$ cat src/rtl/sprite_table_fetcher.sv
// sprite_table_fetcher
//   Once per frame, reads a table of NUM_SPRITES (x,y) word pairs from data
//   memory into a shadow bank. The whole bank is then copied to the position
//   outputs in a single cycle, so the renderer never sees a frame that is only
//   partly updated.
//
//   Word k of the table is at BASE_ADDR + k*STRIDE, wrapping mod 2^WIDTH.
//   Word 2i is the x of sprite i and word 2i+1 is the y of sprite i.
//
// Ports
//   clk            system clock, rising edge
//   reset          asynchronous active-low reset
//   frame_start    1-cycle pulse that starts a fetch
//   mem_addr       RAM read address
//   mem_rd         mem_addr is a live read this cycle
//   mem_data       RAM read data, valid RD_LATENCY cycles after mem_rd
//   sprite_x/y     committed positions, sprite i at [i*WIDTH +: WIDTH]
//   table_valid    sticky; set by the first commit after reset
//   busy           fetch in progress (ISSUE, DRAIN, COMMIT)
//   commit         high for the single COMMIT cycle
//   frame_overrun  1-cycle pulse after a frame_start that arrived while busy
//
// state    | meaning
// ---------+-------------------------------------------------------------
// S_IDLE   | waiting for frame_start, address parked at BASE_ADDR
// S_ISSUE  | one read per cycle for words 0 .. 2*NUM_SPRITES-1
// S_DRAIN  | no new reads; waiting for the last word to return
// S_COMMIT | shadow bank copied to the outputs on the closing edge
module sprite_table_fetcher #(
  parameter int          WIDTH       = 16,
  parameter int          NUM_SPRITES = 3,
  parameter int unsigned BASE_ADDR   = 6000,
  parameter int unsigned STRIDE      = 4,
  parameter int          RD_LATENCY  = 1
) (
  input  logic                         clk,
  input  logic                         reset,
  input  logic                         frame_start,
  output logic [WIDTH-1:0]             mem_addr,
  output logic                         mem_rd,
  input  logic [WIDTH-1:0]             mem_data,
  output logic [NUM_SPRITES*WIDTH-1:0] sprite_x,
  output logic [NUM_SPRITES*WIDTH-1:0] sprite_y,
  output logic                         table_valid,
  output logic                         busy,
  output logic                         commit,
  output logic                         frame_overrun
);

  localparam int NW = 2 * NUM_SPRITES;
  localparam int IW = (NW > 1) ? $clog2(NW) : 1;
  localparam logic [WIDTH-1:0] BASE     = WIDTH'(BASE_ADDR);
  localparam logic [WIDTH-1:0] STEP     = WIDTH'(STRIDE);
  localparam logic [IW-1:0]    LAST_IDX = IW'(NW - 1);

  typedef enum logic [1:0] {
    S_IDLE   = 2'd0,
    S_ISSUE  = 2'd1,
    S_DRAIN  = 2'd2,
    S_COMMIT = 2'd3
  } state_t;

  state_t                       state_q, state_d;
  logic [IW-1:0]                idx_q, idx_d;
  logic [WIDTH-1:0]             addr_q, addr_d;
  logic                         pipe_vld_q [RD_LATENCY];
  logic                         pipe_vld_d [RD_LATENCY];
  logic [IW-1:0]                pipe_idx_q [RD_LATENCY];
  logic [IW-1:0]                pipe_idx_d [RD_LATENCY];
  logic [WIDTH-1:0]             shadow_q   [NW];
  logic [WIDTH-1:0]             shadow_d   [NW];
  logic [NUM_SPRITES*WIDTH-1:0] sprite_x_q, sprite_x_d;
  logic [NUM_SPRITES*WIDTH-1:0] sprite_y_q, sprite_y_d;
  logic                         table_valid_q, table_valid_d;
  logic                         frame_overrun_q, frame_overrun_d;

  logic                         rd_now;
  logic                         cap_vld;
  logic [IW-1:0]                cap_idx;

  assign rd_now  = (state_q == S_ISSUE);
  assign cap_vld = pipe_vld_q[RD_LATENCY-1];
  assign cap_idx = pipe_idx_q[RD_LATENCY-1];

  always_comb begin
    state_d         = state_q;
    idx_d           = idx_q;
    addr_d          = addr_q;
    shadow_d        = shadow_q;
    sprite_x_d      = sprite_x_q;
    sprite_y_d      = sprite_y_q;
    table_valid_d   = table_valid_q;
    frame_overrun_d = frame_start && (state_q != S_IDLE);

    // Each read carries its word index down the delay line so the returning
    // data lands in the right slot regardless of latency.
    pipe_vld_d[0] = rd_now;
    pipe_idx_d[0] = idx_q;
    for (int s = 1; s < RD_LATENCY; s++) begin
      pipe_vld_d[s] = pipe_vld_q[s-1];
      pipe_idx_d[s] = pipe_idx_q[s-1];
    end

    for (int j = 0; j < NW; j++) begin
      if (cap_vld && (cap_idx == IW'(j))) shadow_d[j] = mem_data;
    end

    unique case (state_q)
      S_IDLE: begin
        addr_d = BASE;
        idx_d  = '0;
        if (frame_start) state_d = S_ISSUE;
      end
      S_ISSUE: begin
        if (idx_q == LAST_IDX) begin
          state_d = S_DRAIN;
          addr_d  = BASE;
          idx_d   = '0;
        end else begin
          addr_d = addr_q + STEP;
          idx_d  = idx_q + 1'b1;
        end
      end
      S_DRAIN: begin
        // Words return in issue order, so the last index emerging means the
        // bank is complete once this cycle's capture lands.
        if (cap_vld && (cap_idx == LAST_IDX)) state_d = S_COMMIT;
      end
      S_COMMIT: begin
        for (int i = 0; i < NUM_SPRITES; i++) begin
          sprite_x_d[i*WIDTH +: WIDTH] = shadow_q[2*i];
          sprite_y_d[i*WIDTH +: WIDTH] = shadow_q[2*i+1];
        end
        table_valid_d = 1'b1;
        state_d       = S_IDLE;
      end
      default: state_d = S_IDLE;
    endcase
  end

  always_ff @(posedge clk or negedge reset) begin
    if (!reset) begin
      state_q         <= S_IDLE;
      idx_q           <= '0;
      addr_q          <= BASE;
      sprite_x_q      <= '0;
      sprite_y_q      <= '0;
      table_valid_q   <= 1'b0;
      frame_overrun_q <= 1'b0;
      for (int s = 0; s < RD_LATENCY; s++) begin
        pipe_vld_q[s] <= 1'b0;
        pipe_idx_q[s] <= '0;
      end
      for (int j = 0; j < NW; j++) shadow_q[j] <= '0;
    end else begin
      state_q         <= state_d;
      idx_q           <= idx_d;
      addr_q          <= addr_d;
      sprite_x_q      <= sprite_x_d;
      sprite_y_q      <= sprite_y_d;
      table_valid_q   <= table_valid_d;
      frame_overrun_q <= frame_overrun_d;
      for (int s = 0; s < RD_LATENCY; s++) begin
        pipe_vld_q[s] <= pipe_vld_d[s];
        pipe_idx_q[s] <= pipe_idx_d[s];
      end
      for (int j = 0; j < NW; j++) shadow_q[j] <= shadow_d[j];
    end
  end

  assign mem_addr      = addr_q;
  assign mem_rd        = rd_now;
  assign sprite_x      = sprite_x_q;
  assign sprite_y      = sprite_y_q;
  assign table_valid   = table_valid_q;
  assign busy          = (state_q != S_IDLE);
  assign commit        = (state_q == S_COMMIT);
  assign frame_overrun = frame_overrun_q;

endmodule

$ cat config.mk
export PLATFORM = sky130hd
export DESIGN_NAME = sprite_table_fetcher
export DESIGN_NICKNAME = d
export VERILOG_FILES = /design/src/rtl/sprite_table_fetcher.sv
export SDC_FILE = /design/constraint.sdc
export NUM_CORES = 1
export LEC_CHECK = 0
export BUFFER_PORTS_ARGS = -buffer_cell sky130_fd_sc_hd__buf_2
export CORE_ASPECT_RATIO = 0.6
export CORE_MARGIN = 2
export CORE_UTILIZATION = 51
export DETAILED_ROUTE_END_ITERATION = 8
export PLACE_DENSITY = 0.73
export SLEW_MARGIN = 25
export SYNTH_ARGS = -nofsm -noshare
export SYNTH_HDL_FRONTEND = slang
export SYNTH_SLANG_ARGS = --single-unit
$ cat constraint.sdc
create_clock -name clk -period 2.2 [get_ports clk]
set_input_delay 0.33 -clock clk [delete_from_list [all_inputs] [get_ports clk]]
set_output_delay 0.33 -clock clk [all_outputs]
set_load 0.02 [all_outputs]
==> metrics.csv <==
stage,metric,value,unit
clock_tree,"CTS clk-pin slew, worst paths",60,ps
sta,PnR worst setup slack,220,ps
sta,Final Max Slew Viols,0,
drt,total met2 wirelength after detailed routing,7.98,mm
floorplan,# rows,36,
sta,fmax,505,MHz
clock_tree,clock insertion delay at the later pin of the skew report,490,ps
hold_path,class of the worst hold path,input port to flip-flop,
floorplan,DIE AREA,17700,µm²
floorplan,CORE AREA,16300,µm²
worst_setup_path,data arrival time at the worst-slack endpoint,1650,ps
worst_setup_path,flop2flop setup slack,280,ps
clock_tree,total of hold buffers inserted after clock tree synthesis,1,
clock_tree,CTS Buf Count,21,
worst_setup_path,endpoint kind of the worst setup timing path,output port,
power_and_ir_drop,Clk network pwr share,19.6,%
power_and_ir_drop,proportion of power drawn by combinational gates,38.0,%
sta,setup repair after global routing missed its margin,false,
grt,pin count of the biggest net entering global routing,57,
yosys,average size of a mapped cell,15.8,µm²
run_status,status,completed,
grt,leftover overflow at the end of global routing,0,
layout,final design utilization,62.3,%
yosys,number of flops mapped to enable cells by yosys,0,
drt,final routed DRC violation total,0,
drt,length of the first detailed-routing pass in iterations,4,
floorplan,Ports,136,
drt,Detail Route met3 WL,930,µm
drt,final routed wirelength across all metal layers,18.0,mm
placed_design,estimated wirelength of the detail-placed design,12.2,mm
floorplan,die boundary width,171,µm
layout,fraction of final layout cells with drive strength greater than 1,56.2,%
worst_setup_path,Setup Crit Path Kind,flip-flop to output port,
power_and_ir_drop,sequential fraction of design power,42.4,%
grt,wire length of the first global-routing pass,29.1,mm
job,max_cap viols,0,
worst_setup_path,worst reg2reg startpoint,state_q[1]$_DFFE_PN0P_,
yosys,"Cell Area, Synth",8500,µm²
worst_setup_path,Critical path origin,state_q[0]$_DFFE_PN0P_,
drt,number of DRC violations after detailed-routing iteration 0,354,
power_and_ir_drop,sw power,5.96,mW
sta,setup skew after layout,11.1,ps
floorplan,Die H,104,µm
worst_setup_path,largest fanout of any net on the critical path,5,
placed_design,gpl congestion,0.870,
clock_tree,H-tree depth reported by CTS,1,
sta,slew at the pin with the worst max-slew slack,537,ps
power_and_ir_drop,total leakage power,4.51,nW
power_and_ir_drop,Worst IR Drop VDD,781,µV
worst_setup_path,data required time of the worst path,1870,ps
sta,count of endpoints failing hold in the final timing report,0,
clock_tree,Bufs on Longest Clock Path,3,
power_and_ir_drop,net switching share of the total power,34.8,%
sta,shortest period the worst path allows,1980,ps
yosys,share of async-settable or async-resettable flops after synthesis,100,%
drt,average detailed-routed wire length per instance,19.5,µm
drt,number of routed nets with antenna violations,0,
drt,met1 WL,8.88,mm
drt,detailed-route via count,5004,
hold_path,hold path startpoint,frame_start,
yosys,unique cell type count in the Yosys netlist,50,
clock_tree,buffers inserted during post-CTS setup optimization,0,
power_and_ir_drop,internal power,11.2,mW
drt,top routing layer used,met4,
sta,period utilisation layout,90.0,%
grt,overall routing resource usage,20.9,%
worst_setup_path,cells on worst reg2reg path,6,
yosys,top flip-flop cell by instance count after synthesis,dfrtp_1,
clock_tree,clock sink total,217,
clock_tree,clock tree from TritonCTS,built,
hold_path,number of instances on the worst hold path,3,
layout,area added between synthesis and finish,19.2,%
worst_setup_path,startpoint type of the worst setup path,flip-flop,
sta,final setup violation count,0,
sta,headroom to the max-slew limit,64.2,%
placed_design,Worst Setup Slack post-DPL,325,ps
floorplan,initial core utilization,52.3,%
yosys,sequential-to-total area share from yosys stat,64.0,%
layout,final net count,708,
grt,number of antenna violations at the first check in global routing,0,
clock_tree,post-CTS sizing,0,
placed_design,number of buffers inserted by port buffering,133,
grt,via count of the first global-routing pass,5270,
power_and_ir_drop,power density normalized to cell area,1690,nW/µm²
drt,via-per-instance ratio,5.41,
clock_tree,buffer cell driving the clock tree root,clkbuf_16,
yosys,flip-flop and latch count after synthesis,217,
yosys,YS warnings,0,
yosys,number of standard cells after synthesis,537,
sta,Setup Total Neg Slack,0,ps
-- synth_stat cells (all sizes together) (2+ instances only) --
cell / number / area, µm²
dfstp: 7 / 184
a21o: 2 / 15.0
clkbuf: 5 / 18.8
nor2: 7 / 33.8
or2: 2 / 12.5
nand2: 13 / 48.8
and2: 2 / 12.5
nand4: 2 / 12.5
mux2: 193 / 2210
inv: 5 / 18.8
o21ai: 4 / 20.0
a21oi: 9 / 45.0
and3: 2 / 12.5
dfrtp: 210 / 5260
a31oi: 4 / 25.0
a41oi: 2 / 17.5
buf: 23 / 146
a221oi: 2 / 23.8
nand3: 9 / 50.1
nor2b: 4 / 32.5
ha: 6 / 75.1
o31ai: 4 / 30.0
and4: 2 / 17.5
-- kinds of logic after synthesis --
kind of cell,Yosys count,share of synthesized area [%]
compound gates,36,2.97
flops,217,64.0
mux,194,26.1
other cells,1,0.0441
simple gates,50,3.80
fa+ha+maj,6,0.883
buf+inv,33,2.16
-- through the flow --
stage | hold slack, ps | area [µm²] | instances | power [mW]
finish | 134 | 10100 | 925 | 17.1
global route | 132 | 10100 | 924 | 18.1
CTS | 115 | 10100 | 924 | 17.3
detailed placement | 344 | 9480 | 887 | 13.8
global placement | 332 | 9480 | 887 | 13.5
floorplan | 34.4 | 8500 | 538 | 11.7
-- cells in the final DEF, fill, tap and decap left out, types with 4 or more instances in the layout --
cell type and instances:
dfrtp_1 210, mux2_2 183, buf_2 132, clkbuf_16 21
nand2_1 13, buf_4 12, mux2_4 10, a21oi_1 9
nand3_1 8, dfstp_2 7, nor2_1 6, clkbuf_1 6
clkbuf_8 6, inv_1 5, ha_1 5, o21ai_0 4
a31oi_1 4, o31ai_1 4, buf_12 4
-- power by group through the flow --
stage,Combinational [mW],Clock [mW],Sequential (mW)
after floorplan,3.61,0,8.07
after global placement,6.34,0,7.16
after detailed placement,6.55,0,7.29
after CTS,6.59,3.43,7.25
after global routing,7.00,3.61,7.50
final,6.51,3.36,7.25
-- critical path, stage by stage (launching register included) --
cell	delay, ps
dfrtp_1	460
inv_1	120
ha_1	280
inv_1	130
buf_2	180
-- metal layers --
layer  GRT usage [%]  up-vias
met1            32.5     2630
met5               0        -
met2            30.7      145
met4            4.33        0
li1                -     2201
met3            4.15       28
-- area by class of cell --
type | instances | area (µm²)
clock buffers | 32 | 617
flip-flops and latches | 217 | 5440
fillers | 1218 | 6130
diodes | 1 | 2.50
clock inverters | 4 | 23.8
inverters | 5 | 18.8
well taps | 228 | 285
multi-input cells | 288 | 2890
repair buffers | 150 | 855
-- registers in the layout (all words and copies together) (netlist names), 2 cells and up --
register	cells
cap_idx	3
shadow_q	96
sprite_x	48
sprite_y	48
state_q	2
idx_q	3
mem_addr	14
-- path summary, 6_finish.rpt --
path,endpoint
max,busy
min,frame_overrun$_DFF_PN0_
max reg2reg,mem_addr[9]$_DFFE_PN1P_
min reg2reg,cap_idx[2]$_DFF_PN0_
max in group asynchronous,mem_addr[4]$_DFFE_PN1P_
min in group asynchronous,mem_addr[2]$_DFFE_PN0P_
Note: power is estimated with default switching activity, not from simulation.
